$ cat config.mk
export PLATFORM = sky130hd
export DESIGN_NAME = sprite_pos_scheduler
export DESIGN_NICKNAME = d
export VERILOG_FILES = /design/src/rtl/sprite_pos_scheduler.sv
export SDC_FILE = /design/constraint.sdc
export NUM_CORES = 1
export LEC_CHECK = 0
export ABC_AREA = 1
export CAP_MARGIN = 10
export CORE_ASPECT_RATIO = 1.5
export CORE_MARGIN = 5
export CORE_UTILIZATION = 29
export CTS_BUF_LIST = sky130_fd_sc_hd__clkbuf_16
export CTS_CLUSTER_DIAMETER = 40
export DETAILED_ROUTE_END_ITERATION = 16
export GPL_TIMING_DRIVEN = 0
export HOLD_SLACK_MARGIN = 0.12
export PLACE_DENSITY = 0.49
export SYNTH_ARGS = -nofsm -noshare
export SYNTH_HDL_FRONTEND = slang
export SYNTH_SLANG_ARGS = --single-unit
export TNS_END_PERCENT = 30
$ cat constraint.sdc
create_clock -name vgaclk -period 1.4 [get_ports vgaclk]
set_input_delay 0.21 -clock vgaclk [delete_from_list [all_inputs] [get_ports vgaclk]]
set_output_delay 0.21 -clock vgaclk [all_outputs]
set_load 0.005 [all_outputs]
$ cat src/rtl/sprite_pos_scheduler.sv
// Receives {x,y} position words over SPI, clamps them to the visible area and
// commits them to the drawing datapath only at the start of vertical sync.
module sprite_pos_scheduler #(
   parameter int WIDTH   = 640,
   parameter int HEIGHT  = 480,
   parameter int X_RESET = 320,
   parameter int Y_RESET = 240,
   parameter int TIMEOUT = 1024
) (
   input  logic       vgaclk,
   input  logic       reset_b,
   input  logic       sck,
   input  logic       sdi,
   input  logic       vsync,
   output logic [9:0] xpos,
   output logic [9:0] ypos,
   output logic       pos_valid,
   output logic       pending,
   output logic       frame_strobe,
   output logic [7:0] overrun_cnt
);

   localparam int TW = $clog2(TIMEOUT) + 1;

   typedef enum logic {RX_IDLE, RX_SHIFT} rx_state_t;
   typedef enum logic {CM_EMPTY, CM_FULL} cm_state_t;

   rx_state_t   rx_state_reg;
   cm_state_t   cm_state_reg;
   logic [1:0]  sck_sync_reg;
   logic [1:0]  sdi_sync_reg;
   logic        sck_prev_reg;
   logic [4:0]  bitcnt_reg;
   logic [TW-1:0] timer_reg;
   logic [31:0] q_reg;
   logic        word_done_reg;
   logic        vsync_reg;
   logic [9:0]  shadow_x_reg;
   logic [9:0]  shadow_y_reg;

   logic        fall;
   logic        sdi_bit;
   logic        vs_fall;
   logic [9:0]  xc;
   logic [9:0]  yc;

   assign fall    = sck_prev_reg & ~sck_sync_reg[1];
   assign sdi_bit = sdi_sync_reg[1];
   assign vs_fall = vsync_reg & ~vsync;
   assign pending = (cm_state_reg == CM_FULL);

   // Out-of-range coordinates pin to the last visible column/row.
   assign xc = (q_reg[31:16] >= 16'(WIDTH))  ? 10'(WIDTH - 1)  : q_reg[25:16];
   assign yc = (q_reg[15:0]  >= 16'(HEIGHT)) ? 10'(HEIGHT - 1) : q_reg[9:0];

   always_ff @(posedge vgaclk or negedge reset_b) begin
      if (!reset_b) begin
         sck_sync_reg <= 2'b00;
         sdi_sync_reg <= 2'b00;
         sck_prev_reg <= 1'b0;
      end else begin
         sck_sync_reg <= {sck_sync_reg[0], sck};
         sdi_sync_reg <= {sdi_sync_reg[0], sdi};
         sck_prev_reg <= sck_sync_reg[1];
      end
   end

   always_ff @(posedge vgaclk or negedge reset_b) begin
      if (!reset_b) begin
         rx_state_reg  <= RX_IDLE;
         bitcnt_reg    <= '0;
         timer_reg     <= '0;
         q_reg         <= '0;
         word_done_reg <= 1'b0;
      end else begin
         word_done_reg <= 1'b0;
         case (rx_state_reg)
            RX_IDLE: begin
               timer_reg <= '0;
               if (fall) begin
                  q_reg        <= {q_reg[30:0], sdi_bit};
                  bitcnt_reg   <= 5'd1;
                  rx_state_reg <= RX_SHIFT;
               end
            end
            RX_SHIFT: begin
               if (fall) begin
                  q_reg     <= {q_reg[30:0], sdi_bit};
                  timer_reg <= '0;
                  if (bitcnt_reg == 5'd31) begin
                     word_done_reg <= 1'b1;
                     bitcnt_reg    <= '0;
                     rx_state_reg  <= RX_IDLE;
                  end else begin
                     bitcnt_reg <= bitcnt_reg + 5'd1;
                  end
               end else if (timer_reg == TW'(TIMEOUT - 1)) begin
                  // Master stalled mid-word: drop the partial word and resync.
                  bitcnt_reg   <= '0;
                  timer_reg    <= '0;
                  rx_state_reg <= RX_IDLE;
               end else begin
                  timer_reg <= timer_reg + TW'(1);
               end
            end
            default: rx_state_reg <= RX_IDLE;
         endcase
      end
   end

   always_ff @(posedge vgaclk or negedge reset_b) begin
      if (!reset_b) begin
         cm_state_reg <= CM_EMPTY;
         vsync_reg    <= 1'b0;
         shadow_x_reg <= '0;
         shadow_y_reg <= '0;
         xpos         <= 10'(X_RESET);
         ypos         <= 10'(Y_RESET);
         pos_valid    <= 1'b0;
         frame_strobe <= 1'b0;
         overrun_cnt  <= '0;
      end else begin
         vsync_reg    <= vsync;
         frame_strobe <= 1'b0;
         if (vs_fall && cm_state_reg == CM_FULL) begin
            xpos         <= shadow_x_reg;
            ypos         <= shadow_y_reg;
            pos_valid    <= 1'b1;
            frame_strobe <= 1'b1;
         end
         if (word_done_reg) begin
            // A word landing on the commit cycle refills a shadow just emptied.
            shadow_x_reg <= xc;
            shadow_y_reg <= yc;
            cm_state_reg <= CM_FULL;
            if (cm_state_reg == CM_FULL && !vs_fall && overrun_cnt != 8'hFF)
               overrun_cnt <= overrun_cnt + 8'd1;
         end else if (vs_fall && cm_state_reg == CM_FULL) begin
            cm_state_reg <= CM_EMPTY;
         end
      end
   end

endmodule
==> summary.md <==
| Metric | Value |
|---|---|
| Starting density of the core | 29.2% |
| Vias in the first global route | 3477 |
| CP delay by family, top | adder cells |
| NumNets Final | 601 |
| Placed Cells | 765 |
| ANT cells | 0 |
| Ys flop type | dfrtp_1 |
| Status | finished clean |
| CP Max Fanout | 3 |
| Arrival @ worst endpoint | 1.59 ns |
| Seq/Total Area, Yosys | 59.3% |
| Drc violations | 0 |
| First-pass GRT wire length | 16600 um |
| Ys Warns | 0 |
| Max_slew headroom | 62.8% |
| Row cnt | 56 |
| Largest net degree at the start of global routing | 67 |
| Final Non-Filler Cells | 800 |
| Power per cell area | 1180 nW/um^2 |
| Fin Clk Skew | 0.0103 ns |
| EDFF count, synth | 0 |
| Leak | 3.06 nW |
| Final ANT Viol Nets | 0 |
| Tmin final | 1.35 ns |
| Total wire length | 9570 um |
| H-Tree Depth | 3 |
| Post-synth ARST share | 100% |
| Mapped Nets | 535 |
| Num CTS Buffers | 9 |
| RSZ-0062 raised after global routing | true |
| Achievable Freq | 739 MHz |
| Area grow syn2layout | 25.7% |
| CP endpoint kind | register |
| Area contributors post-synth | dfrtp_1, nand2_1, inv_1 |
| Post-DR vias/cell | 4.27 |
| Clk_lat worst skew | 0.35 ns |
| Final Hold Viols | 0 |
| Total number of vias | 3412 |
| Post-Syn Area | 4530 sq um |
| Drt wl/cell | 12.0 um |
| Initial antenna violation count | 0 |
| Share of layout cells above drive strength 1 | 14.1% |
| HPWL Detailed | 6580 um |
| CP required | 1.63 ns |
| Worst min path class | in -> reg |
| Worst slew pin tran | 0.558 ns |
| IO buf count | 35 |
| Mapped Cells | 526 |
| Crit path launch | bitcnt_reg[1] |
| Setup TNS | 0 ns |
| CP Class | reg -> reg |
| Ports | 36 |
| Starting DRT DRC Count | 191 |
| Highest-delay cell along the critical path | dfrtp_1 |
| Tcrit/Tclk final | 96.6% |
| Cell mode on critical path | ha_2 |
| Grt ovf | 0 |
| Post-synth cell types | 32 |
| Slowest Stage Delay on Critical Path | 0.37 ns |
| Max reg flops | 32 |
| Critical-path cell list | ha_2, nand2_2, nor2_2, ha_2, inv_2, o21ai_2, a21o_1, nand2_1 |
| Clk root buf | clkbuf_16 |
| Die Area | 18300 sq um |
| Core footprint | 15500 sq um |
| Synth area leader | dfrtp_1 |
| Hold_sp | sck |
| All-Layer GR Usage | 11.1% |
| Synth Area per Inst | 8.61 sq um |
| RR Startpoint | bitcnt_reg[1] |
| Number of iterations in the first detailed-routing pass | 4 |
| Maxcap violations | 0 |
| CP bufs+invs | 1 |
| Die X | 112 um |
| VDD IR max | 0.536 mV |
| Critical Path Source Type | register |
| CTS max path bufs | 2 |
| Seq cells post-synth | 107 |
| CTS sink count | 107 |
| Final Setup Violations | 0 |
| Share of the synthesized area in the top cell type | 55.8% |
| Min Hold Slack | 0.300 ns |
| CTS tree | done |
| GPL Wtd Cong | 0.709 |
| Reg clk slew, reported paths | 0.07 ns |
| Chip height | 163 um |
| Final slew viol count | 0 |
==> per-stage QoR <==
stage	cell area, sq um	total power [W]	setup slack [ns]	util (%)
3_3_place_gp	5130	0.00379	-4.05	33.1
4_1_cts	5580	0.00677	0.00493	36.0
3_5_place_dp	5160	0.00382	-0.213	33.3
6_report	5690	0.00670	0.0476	36.7
2_1_floorplan	4530	0.00361	0.0868	-
5_1_grt	5690	0.00701	-0.0860	36.7
==> cell families after synthesis <==
| family | share of synthesized area (%) |
|---|---|
| and+or+nand+nor | 26.5 |
| adders and majority gates | 1.11 |
| AOI/OAI and AO/OA | 5.20 |
| xor gates and xnor gates | 0.968 |
| DFF | 59.3 |
| buffers and inverters | 6.91 |
==> final timing paths <==
kind | endpoint | slack, ns | cells after the start
min | sck_sync_reg[0] | 0.30 | 1
min in group asynchronous | xpos[3] | 0.40 | 2
max | bitcnt_reg[0] | 0.05 | 8
max reg2reg | bitcnt_reg[0] | 0.05 | 8
min reg2reg | sck_sync_reg[1] | 0.36 | 0
max in group asynchronous | ypos[6] | 0.25 | 3
==> synth_stat cells (all sizes together) (2+ instances only) <==
| cell | instances |
|---|---|
| dfrtp | 101 |
| inv | 64 |
| clkbuf | 4 |
| o21ai | 34 |
| nor3 | 2 |
| or2 | 2 |
| a21oi | 4 |
| buf | 11 |
| ha | 4 |
| xor2 | 3 |
| dfstp | 6 |
| nand2 | 201 |
| nor2 | 48 |
| nand4 | 5 |
| nand3 | 29 |
| xnor2 | 2 |
| a21o | 2 |
==> layout make-up <==
type,instances,area [sq um]
Clock inverter,7,116
Clock buffer,9,225
Multi-Input combinational cell,342,1610
Inverter,64,240
Timing Repair Buffer,53,470
Buffer,15,80.1
Tap cell,203,254
Sequential cell,107,2690
Fill cell,1580,9800
==> where the power goes <==
group / leakage [nW] / internal [W] / switching [W] / total (W)
Clock: 0.171 / 0.00175 / 0.00114 / 0.00289
Combinational: 1.46 / 0.000174 / 0.000319 / 0.000494
Sequential: 1.43 / 0.00322 / 0.0000967 / 0.00332
Total: 3.06 / 0.00514 / 0.00155 / 0.00670
==> layout by cell type (no fill, tap or decap), types with 3 or more instances in the layout <==
master	count
dfrtp_2	3
o21ai_1	11
nor2_4	4
buf_4	18
xor2_1	3
clkdlybuf4s50_1	3
dfrtp_1	98
nand2_2	3
nand4_1	5
dlygate4sd2_1	31
clkbuf_16	9
inv_1	63
a21oi_1	3
nor2_1	38
nand2_1	197
o21ai_0	21
dfstp_2	6
bufinv_16	3
nand3_1	26
buf_2	8
nor2_2	6
==> metal layers <==
layer | GRT usage, % | part of all wire, % | vias to the layer above
li1 | - | - | 1752
met1 | 12.3 | 40 | 1610
met2 | 20.8 | 55 | 40
met3 | 2.08 | 2.9 | 10
met4 | 4.76 | 1.7 | 0
met5 | 0 | 0 | -
==> timing repair <==
item                       CTS  global route
pin swaps                    2            10
setup endpoints to repair   50            40
gates cloned                 1             1
hold endpoints to repair    39             0
hold buffers                 1             0
gates resized for setup     38            21
setup buffers               12             4
Note: power is estimated with default switching activity, not from simulation.
